`src/rtl/accumulator_unit.sv`:
```
// Accumulator (AC) and extend bit (E) register stage behind the ALU.
// Handles load, clear, increment and multi-step circular rotate through E.
module accumulator_unit #(
    parameter int WIDTH = 16,
    parameter int CNT_W = 4
) (
    input  logic             clk,
    input  logic             rst_n,
    input  logic [WIDTH-1:0] alu_out,
    input  logic             LDAC,
    input  logic             CLRAC,
    input  logic             INCAC,
    input  logic             CLRE,
    input  logic             rot_start,
    input  logic             rot_left,
    input  logic [CNT_W-1:0] rot_cnt,
    output logic [WIDTH-1:0] ac,
    output logic             e,
    output logic             z,
    output logic             n,
    output logic             busy,
    output logic             done
);

    localparam logic [1:0] IDLE = 2'd0;
    localparam logic [1:0] ROT  = 2'd1;
    localparam logic [1:0] DONE = 2'd2;

    logic [1:0]       state;
    logic [CNT_W-1:0] cnt;
    logic             dir;

    logic             idle;
    logic             do_clr;
    logic             do_rot;
    logic             do_ld;
    logic             do_inc;
    logic             do_clre;
    logic             last_step;
    logic [WIDTH:0]   inc_sum;

    assign idle      = (state == IDLE);
    assign last_step = (cnt == CNT_W'(1));
    assign inc_sum   = {1'b0, ac} + {{WIDTH{1'b0}}, 1'b1};

    // Command decode: only one AC action per edge, CLRAC strongest, IDLE only
    always_comb begin
        do_clr  = 1'b0;
        do_rot  = 1'b0;
        do_ld   = 1'b0;
        do_inc  = 1'b0;
        do_clre = idle & CLRE;
        if (idle) begin
            if (CLRAC)
                do_clr = 1'b1;
            else if (rot_start)
                do_rot = 1'b1;
            else if (LDAC)
                do_ld = 1'b1;
            else if (INCAC)
                do_inc = 1'b1;
        end
    end

    // Sequencer: latch rotate request, count steps, one-cycle DONE
    always_ff @(posedge clk or negedge rst_n) begin
        if (!rst_n) begin
            state <= IDLE;
            cnt   <= '0;
            dir   <= 1'b0;
        end else begin
            unique case (state)
                IDLE: begin
                    if (do_rot) begin
                        dir   <= rot_left;
                        cnt   <= rot_cnt;
                        state <= (rot_cnt == '0) ? DONE : ROT;
                    end
                end
                ROT: begin
                    cnt <= cnt - CNT_W'(1);
                    if (last_step)
                        state <= DONE;
                end
                DONE: begin
                    state <= IDLE;
                end
                default: begin
                    state <= IDLE;
                end
            endcase
        end
    end

    // Datapath: AC/E update from decoded command or one rotate step
    always_ff @(posedge clk or negedge rst_n) begin
        if (!rst_n) begin
            ac <= '0;
            e  <= 1'b0;
        end else if (state == ROT) begin
            if (dir) begin
                ac <= {ac[WIDTH-2:0], e};
                e  <= ac[WIDTH-1];
            end else begin
                ac <= {e, ac[WIDTH-1:1]};
                e  <= ac[0];
            end
        end else begin
            if (do_clr)
                ac <= '0;
            else if (do_ld)
                ac <= alu_out;
            else if (do_inc)
                {e, ac} <= inc_sum;
            // CLRE overrides the carry written by INCAC
            if (do_clre)
                e <= 1'b0;
        end
    end

    assign z    = (ac == '0);
    assign n    = ac[WIDTH-1];
    assign busy = (state != IDLE);
    assign done = (state == DONE);

endmodule

```
`config.mk`:
```
export PLATFORM = sky130hd
export DESIGN_NAME = accumulator_unit
export DESIGN_NICKNAME = d
export VERILOG_FILES = /design/src/rtl/accumulator_unit.sv
export SDC_FILE = /design/constraint.sdc
export NUM_CORES = 1
export LEC_CHECK = 0
export CAP_MARGIN = 25
export CORE_MARGIN = 10
export CORE_UTILIZATION = 45
export CTS_CLUSTER_DIAMETER = 100
export CTS_CLUSTER_SIZE = 30
export DETAILED_ROUTE_END_ITERATION = 12
export MAX_ROUTING_LAYER = met4
export PLACE_DENSITY_LB_ADDON = 0.3
export SLEW_MARGIN = 25
export SYNTH_ARGS = -nofsm -noshare
export SYNTH_HDL_FRONTEND = slang
export SYNTH_SLANG_ARGS = --single-unit
```
`constraint.sdc`:
```
create_clock -name clk -period 2.35 [get_ports clk]
set_clock_uncertainty 0.05 [all_clocks]
set_input_delay 0.3525 -clock clk [delete_from_list [all_inputs] [get_ports clk]]
set_output_delay 0.3525 -clock clk [all_outputs]
set_load 0.01 [all_outputs]
```
==> flow_summary_export.csv, run 1 <==
group,metric,value,unit
place,port_buffers,48,
final_layout,syn2layout_area_growth,32.4,%
sta,hold_violations,0,
floorplanning,rows,24,
floorplanning,die_x,87.7,um
cts,cts.htree.levels,1,
cts,root_buffer,"clkbuf_8",
critical_path,r2r_cells,4,
critical_path,worst_setup_path_end_kind,"output pin",
critical_path,cp.buffers_inverters,3,
detailed_routing,routed_via_density,6.49,
sta,clock.fmax,467,MHz
yosys,synthFlopType,"dfrtp_1",
place,place_ws,0.0316,ns
yosys,synthArstFlopShare,100,%
critical_path,crit-reg2reg-launch,"ac[6]",
cts,clock-sinks,24,
detailed_routing,drt_iter0_markers,322,
final_layout,fin_nets,336,
grt,antenna_found_initial,0,
detailed_routing,drc_errors,0,
cts,cts_tree,"yes",
critical_path,cp-start-kind,"flip-flop",
sta,hold_slack,0.377,ns
detailed_routing,first_pass_iters,5,
pwr,cellPowerDensity,1150,nW/um2
yosys,yosys-top-cells-area,"dfrtp_1 (29%), mux2i_1 (6.8%), nor2_1 (5.1%)",
critical_path,cp_top_family,"buffers and inverters",
grt,grt_overflow,0,
sta,fin_crit,2.14,ns
yosys,synthDominantCellAreaShare,29.1,%
sta,layout_setup_ws,0.206,ns
cts,path_clk_slew,0.10,ns
floorplanning,ioPinCount,49,
sta,slew_viol_final,0,
pwr,p_leak,1.08,nW
yosys,synthDistinctLibCells,50,
yosys,synthXorXnorAreaFrac,1.27,%
yosys,synth_area,2060,um2
final_layout,final_common_cell,"clkdlybuf4s50_1",
pwr,switchingPower,0.00139,W
yosys,synth_top_family_by_area,"compound AO/OA/AOI/OAI gates",
place,dp_hpwl,4.92,mm
critical_path,worst-r2r-setup-slack,0.29,ns
hold_path,holdCritPathClass,"input port to asynchronous set/reset pin",
sta,finalCritPeriodShare,91.2,%
yosys,synth.largest_area_cell,"dfrtp_1",
cts,cts_buffers,3,
detailed_routing,num_vias,2304,
pwr,seq_power_share,26.5,%
critical_path,cp.required,1.95,ns
yosys,yosys_warnings,0,
status,outcome,"finished clean",
yosys,yosysSeqAreaShare,29.1,%
grt,grt_max_degree,25,
critical_path,cp_slowest_stage_delay,0.54,ns
yosys,synth_seq_cells,24,
final_layout,mostFrequentLayoutCells,"clkdlybuf4s50_1 (47), nor2_1 (28), dfrtp_1 (24)",
job,drv_cap,0,
critical_path,r2r-end,"ac[9]",
critical_path,cp_max_fo,17,
sta,slew_headroom,61.7,%
yosys,synth_edf_count,0,
pwr,switching_share,44.3,%
sta,fin_tns_setup,0,ns
final_layout,num_antenna_cells,0,
yosys,synthAdderAreaFrac,2.43,%
sta,rsz0062_at_grt,"false",
critical_path,crit_slowest_cell,"clkdlybuf4s50_1",
pwr,combPwrFrac,61.2,%
final_layout,fin_area,2730,um2
cts,clkLatencyLatePin,0.28,ns
final_layout,drive_gt1_share,11.6,%
critical_path,path_class,"flip-flop to output pin",
floorplanning,dieArea,7690,um2
place,gp_congestion,0.975,
pwr,vdd.ir_drop.worst,0.505,mV
pwr,p_clk_share,12.3,%
floorplanning,core_area,4380,um2
yosys,synth_simple_gate_area_share,21.0,%
place,place_area,2660,um2
yosys,synthCells,252,
sta,tightest_slew,0.574,ns
floorplanning,start_util,47.1,%
pwr,p_int,0.00175,W
grt,grt_pass1_wl,11.1,mm
pwr,finalPower,0.00314,W
sta,setup_viol_count_final,0,
critical_path,path_cells,"buf_4, inv_1, nor2_1, clkdlybuf4s50_1",
floorplanning,die_y,87.7,um
detailed_routing,wire_per_inst,19.0,um
critical_path,crit_arrival,1.74,ns
yosys,synth_area_per_cell,8.19,um2
grt,grt.total_usage,18.1,%
grt,grt_pass1_vias,2212,
yosys,syn-num-nets,284,
detailed_routing,drtAntennaViolNets,0,
cts,cts.path.max_buffers,2,
yosys,synth_compound_area_share,29.2,%
detailed_routing,wirelength,6.74,mm
yosys,synth.area.mux_share,8.98,%
==> registers in the layout, summed over array words and instances (netlist names) <==
name   count
cnt        4
state      2
ac        16
dir        1
e          1
==> worst max path at each step <==
stage / from / to / slack [ns] / depth (start not counted)
final: state[1] / done / 0.21 / 4
after global routing: state[1] / done / 0.07 / 4
after CTS: state[1] / done / 0.22 / 4
after detailed placement: LDAC / ac[6] / 0.03 / 5
after global placement: LDAC / ac[6] / 0.06 / 5
after floorplan: state[1] / ac[6] / 0.22 / 7
==> Yosys cell counts, types with 3 or more instances <==
library cell / count
o32a_1: 6
clkbuf_1: 15
o31ai_1: 5
o21ai_0: 15
o31a_1: 7
nor3_1: 7
buf_6: 3
ha_1: 4
nor4_1: 9
nor2_1: 28
buf_2: 3
a31oi_1: 4
nor2b_1: 3
nand4_1: 5
a21oi_1: 14
xnor2_1: 3
a32oi_1: 5
dfrtp_1: 24
nand2b_1: 3
o211ai_1: 4
nand2_1: 8
mux2i_1: 14
a22oi_1: 4
nand3_1: 8
mux2_2: 4
inv_1: 12
==> per-stage QoR <==
step,utilization [%],std cells
after floorplan,-,252
after global placement,60.7,351
after detailed placement,60.7,351
after CTS,62.3,355
after global routing,62.3,355
final,62.3,355
==> power by group through the flow <==
| stage | clock network (W) | logic (W) | registers (W) |
|---|---|---|---|
| 6_report | 0.000385 | 0.00192 | 0.000833 |
| 4_1_cts | 0.000385 | 0.00191 | 0.000824 |
| 2_1_floorplan | 0 | 0.00121 | 0.000781 |
| 5_1_grt | 0.000401 | 0.00209 | 0.000855 |
| 3_3_place_gp | 0 | 0.00188 | 0.000826 |
| 3_5_place_dp | 0 | 0.00191 | 0.000831 |
==> final cells by class <==
| class | count | area, um2 |
|---|---|---|
| clock buffer | 3 | 41.3 |
| clock inverter | 1 | 30.0 |
| fill | 405 | 1650 |
| inverter | 12 | 45.0 |
| multi-input combinational | 192 | 1300 |
| sequential | 24 | 601 |
| tap | 52 | 65.1 |
| timing repair buffer | 71 | 652 |
==> per-layer routing <==
metal	track usage [%]	share of wire (%)	vias up
met5	-	0	-
met4	5.94	1.3	0
met3	3.53	9.1	13
met2	27.0	45	133
met1	23.7	44	1094
li1	-	-	1064
==> cells by family (layout without fill, tap and decap cells) <==
| kind of cell | Yosys count | in the layout |
|---|---|---|
| compound gates | 84 | 84 |
| simple gates | 83 | 83 |
| buf+inv | 36 | 87 |
| flops | 24 | 24 |
| mux | 18 | 18 |
| fa+ha+maj | 4 | 4 |
| xor+xnor | 3 | 3 |
==> repair_timing <==
item / CTS / global route
setup buffers: 0 / 0
gates resized for setup: 1 / 0
hold buffers: 0 / 0
setup endpoints to repair: 1 / 0
==> worst register-to-register path: stages (launching register included) <==
cell and delay [ns]:
dfrtp_1 0.55, nand3_1 0.33, nor3_1 0.52, a32oi_1 0.17
o32a_1 0.34
(Power assumes the default switching activity.)
==> inputs of run 2 (changes only) <==
--- a/config.mk
+++ b/config.mk
@@ -9,7 +9,6 @@
 export CORE_MARGIN = 10
 export CORE_UTILIZATION = 45
 export CTS_CLUSTER_DIAMETER = 100
-export CTS_CLUSTER_SIZE = 30
 export DETAILED_ROUTE_END_ITERATION = 12
 export MAX_ROUTING_LAYER = met4
 export PLACE_DENSITY_LB_ADDON = 0.3
==> constraint.sdc (replaced) <==
create_clock -name clk -period 2.5 [get_ports clk]
set_clock_uncertainty 0.05 [all_clocks]
set_input_delay 0.375 -clock clk [delete_from_list [all_inputs] [get_ports clk]]
set_output_delay 0.375 -clock clk [all_outputs]
set_load 0.01 [all_outputs]
==> run 2 against run 1 <==
Compared with the run above:
- routed wire length shrank 0.15%
- hold slack gained 0.042 ns
- power shrank 7.4%
- die area is the same
- worst setup slack lost 0.079 ns
- combinational power shrank 11%
- clock power shrank 9.1%
- cell area shrank 0.78%
- first-iteration DRC count shrank 11%
- via count shrank 1.3%
==> flow_summary_export.csv, run 2 (synthesized netlist as in run 1, its figures left out) <==
group,metric,value,unit
cts,cts_buffers,3,
pwr,switchingPower,0.00128,W
cts,cts.path.max_buffers,2,
grt,grt_pass1_wl,10.9,mm
final_layout,nFillCells,394,
cts,cts-resized-gates,0,
detailed_routing,wire_per_inst,19.1,um
detailed_routing,dr_wl_met2,2.98,mm
critical_path,path_cells,"inv_1, ha_1, nor4b_1, and4_1, clkdlybuf4s50_1",
sta,rsz0062_at_grt,"false",
sta,slew_headroom,35.9,%
detailed_routing,num_vias,2273,
sta,clock.fmax,421,MHz
floorplanning,dieArea,7690,um2
critical_path,cp.required,2.08,ns
final_layout,largest_reg_flops,16,
critical_path,cp.depth,5,
pwr,cellPowerDensity,1070,nW/um2
cts,clock-sinks,24,
detailed_routing,routed_via_density,6.46,
cts,path_clk_slew,0.09,ns
place,port_buffers,48,
critical_path,cp-start-kind,"flip-flop",
pwr,vdd.ir_drop.worst,0.496,mV
critical_path,cp_max_fo,3,
critical_path,crit_slowest_cell,"clkdlybuf4s50_1",
status,outcome,"finished clean",
critical_path,path_class,"flip-flop to output pin",
sta,setup_viol_count_final,0,
floorplanning,die_y,87.7,um
detailed_routing,drtAntennaViolNets,0,
cts,cts.htree.levels,1,
final_layout,reg.largest.list,"ac (16), cnt (4), state (2)",
pwr,p_clk_share,12.0,%
critical_path,crit_arrival,1.95,ns
detailed_routing,top_layer_used,"met4",
grt,grt_overflow,0,
cts,cts_hold_buf,0,
place,gp_congestion,0.953,
pwr,switching_share,44.0,%
critical_path,worst_setup_path_end_kind,"output pin",
place,dp_hpwl,4.88,mm
detailed_routing,drt_iter0_markers,287,
cts,root_buffer,"clkbuf_8",
final_layout,fin_nets,333,
critical_path,cp_top_family,"buffers and inverters",
grt,antenna_found_initial,0,
grt,grt_pass1_vias,2172,
final_layout,num_antenna_cells,0,
sta,fin_tns_setup,0,ns
sta,finalCritPeriodShare,94.9,%
grt,grt_max_degree,25,
detailed_routing,wl_met3,611,um
grt,grt.total_usage,17.6,%
detailed_routing,wl_met1,3.05,mm
cts,cts_tree,"yes",
final_layout,drive_gt1_share,10.7,%
pwr,p_int,0.00163,W
cts,post_cts_buffers,0,
pwr,combPwrFrac,58.9,%
pwr,p_leak,1.06,nW
place,place_ws,0.132,ns
detailed_routing,drc_errors,0,
sta,slew_viol_final,0,
job,drv_cap,0,
critical_path,r2r_cells,5,
critical_path,worst-r2r-setup-slack,0.40,ns
sta,fin_crit,2.37,ns
pwr,seq_power_share,29.0,%
floorplanning,ioPinCount,49,
cts,clkLatencyLatePin,0.27,ns
critical_path,crit-reg2reg-launch,"state[1]",
critical_path,crit_path_start,"ac[0]",
sta,layout_setup_ws,0.127,ns
detailed_routing,first_pass_iters,5,
critical_path,cp.buffers_inverters,2,
floorplanning,rows,24,
floorplanning,core_area,4380,um2
hold_path,holdCritPathClass,"input port to asynchronous set/reset pin",
floorplanning,start_util,47.1,%
critical_path,r2r-end,"ac[13]",
sta,hold_violations,0,
floorplanning,die_x,87.7,um
sta,tightest_slew,0.962,ns
critical_path,cp_slowest_stage_delay,0.54,ns
critical_path,critical_path.endpoint,"z",
final_layout,final_common_cell,"clkdlybuf4s50_1",
detailed_routing,wirelength,6.73,mm
final_layout,syn2layout_area_growth,31.4,%
final_layout,mostFrequentLayoutCells,"clkdlybuf4s50_1 (48), nor2_1 (28), dfrtp_1 (24)",
final_layout,regMostFlops,"ac",
run 2: layout make-up:
class	instances	area [um2]	share of cell area [%]
flip-flops and latches	24	601	22.2
clock inverters	1	30.0	1.11
clock buffers	3	41.3	1.52
multi-input cells	192	1300	47.9
inverters	12	45.0	1.66
repair buffers	68	631	23.3
well taps	52	65.1	2.40
run 2: stage by stage:
stage / util [%] / power [W] / std cells / hold slack [ns] / cell area [um2]
CTS: 61.8 / 0.00290 / 352 / 0.431 / 2710
global route: 61.8 / 0.00311 / 352 / 0.443 / 2710
detailed placement: 60.2 / 0.00254 / 348 / 0.507 / 2640
finish: 61.8 / 0.00291 / 352 / 0.419 / 2710
floorplan: - / 0.00187 / 252 / 0.0294 / 2060
global placement: 60.2 / 0.00251 / 348 / 0.497 / 2640
run 2: metal layers:
layer | global-route usage, % | vias to the layer above
li1 | - | 1057
met1 | 22.8 | 1060
met2 | 26.9 | 138
met3 | 3.53 | 18
met4 | 5.36 | 0
met5 | - | -
run 2: how the worst min path moves through the flow:
stage                      start  slack, ns  depth (start not counted)       end
after floorplan            rst_n       0.03                          0     ac[0]
after global placement     ac[0]       0.50                          2     ac[0]
after detailed placement  cnt[3]       0.51                          2  state[0]
after CTS                  rst_n       0.43                          2     ac[2]
after global routing       rst_n       0.44                          2     ac[3]
final                      rst_n       0.42                          2     ac[2]
run 2: power by group through the flow:
stage	clock network (W)	registers [W]	logic, W
after floorplan	0	0.000734	0.00114
after global placement	0	0.000840	0.00167
after detailed placement	0	0.000843	0.00169
after CTS	0.000361	0.000836	0.00170
after global routing	0.000373	0.000875	0.00186
final	0.000350	0.000843	0.00171
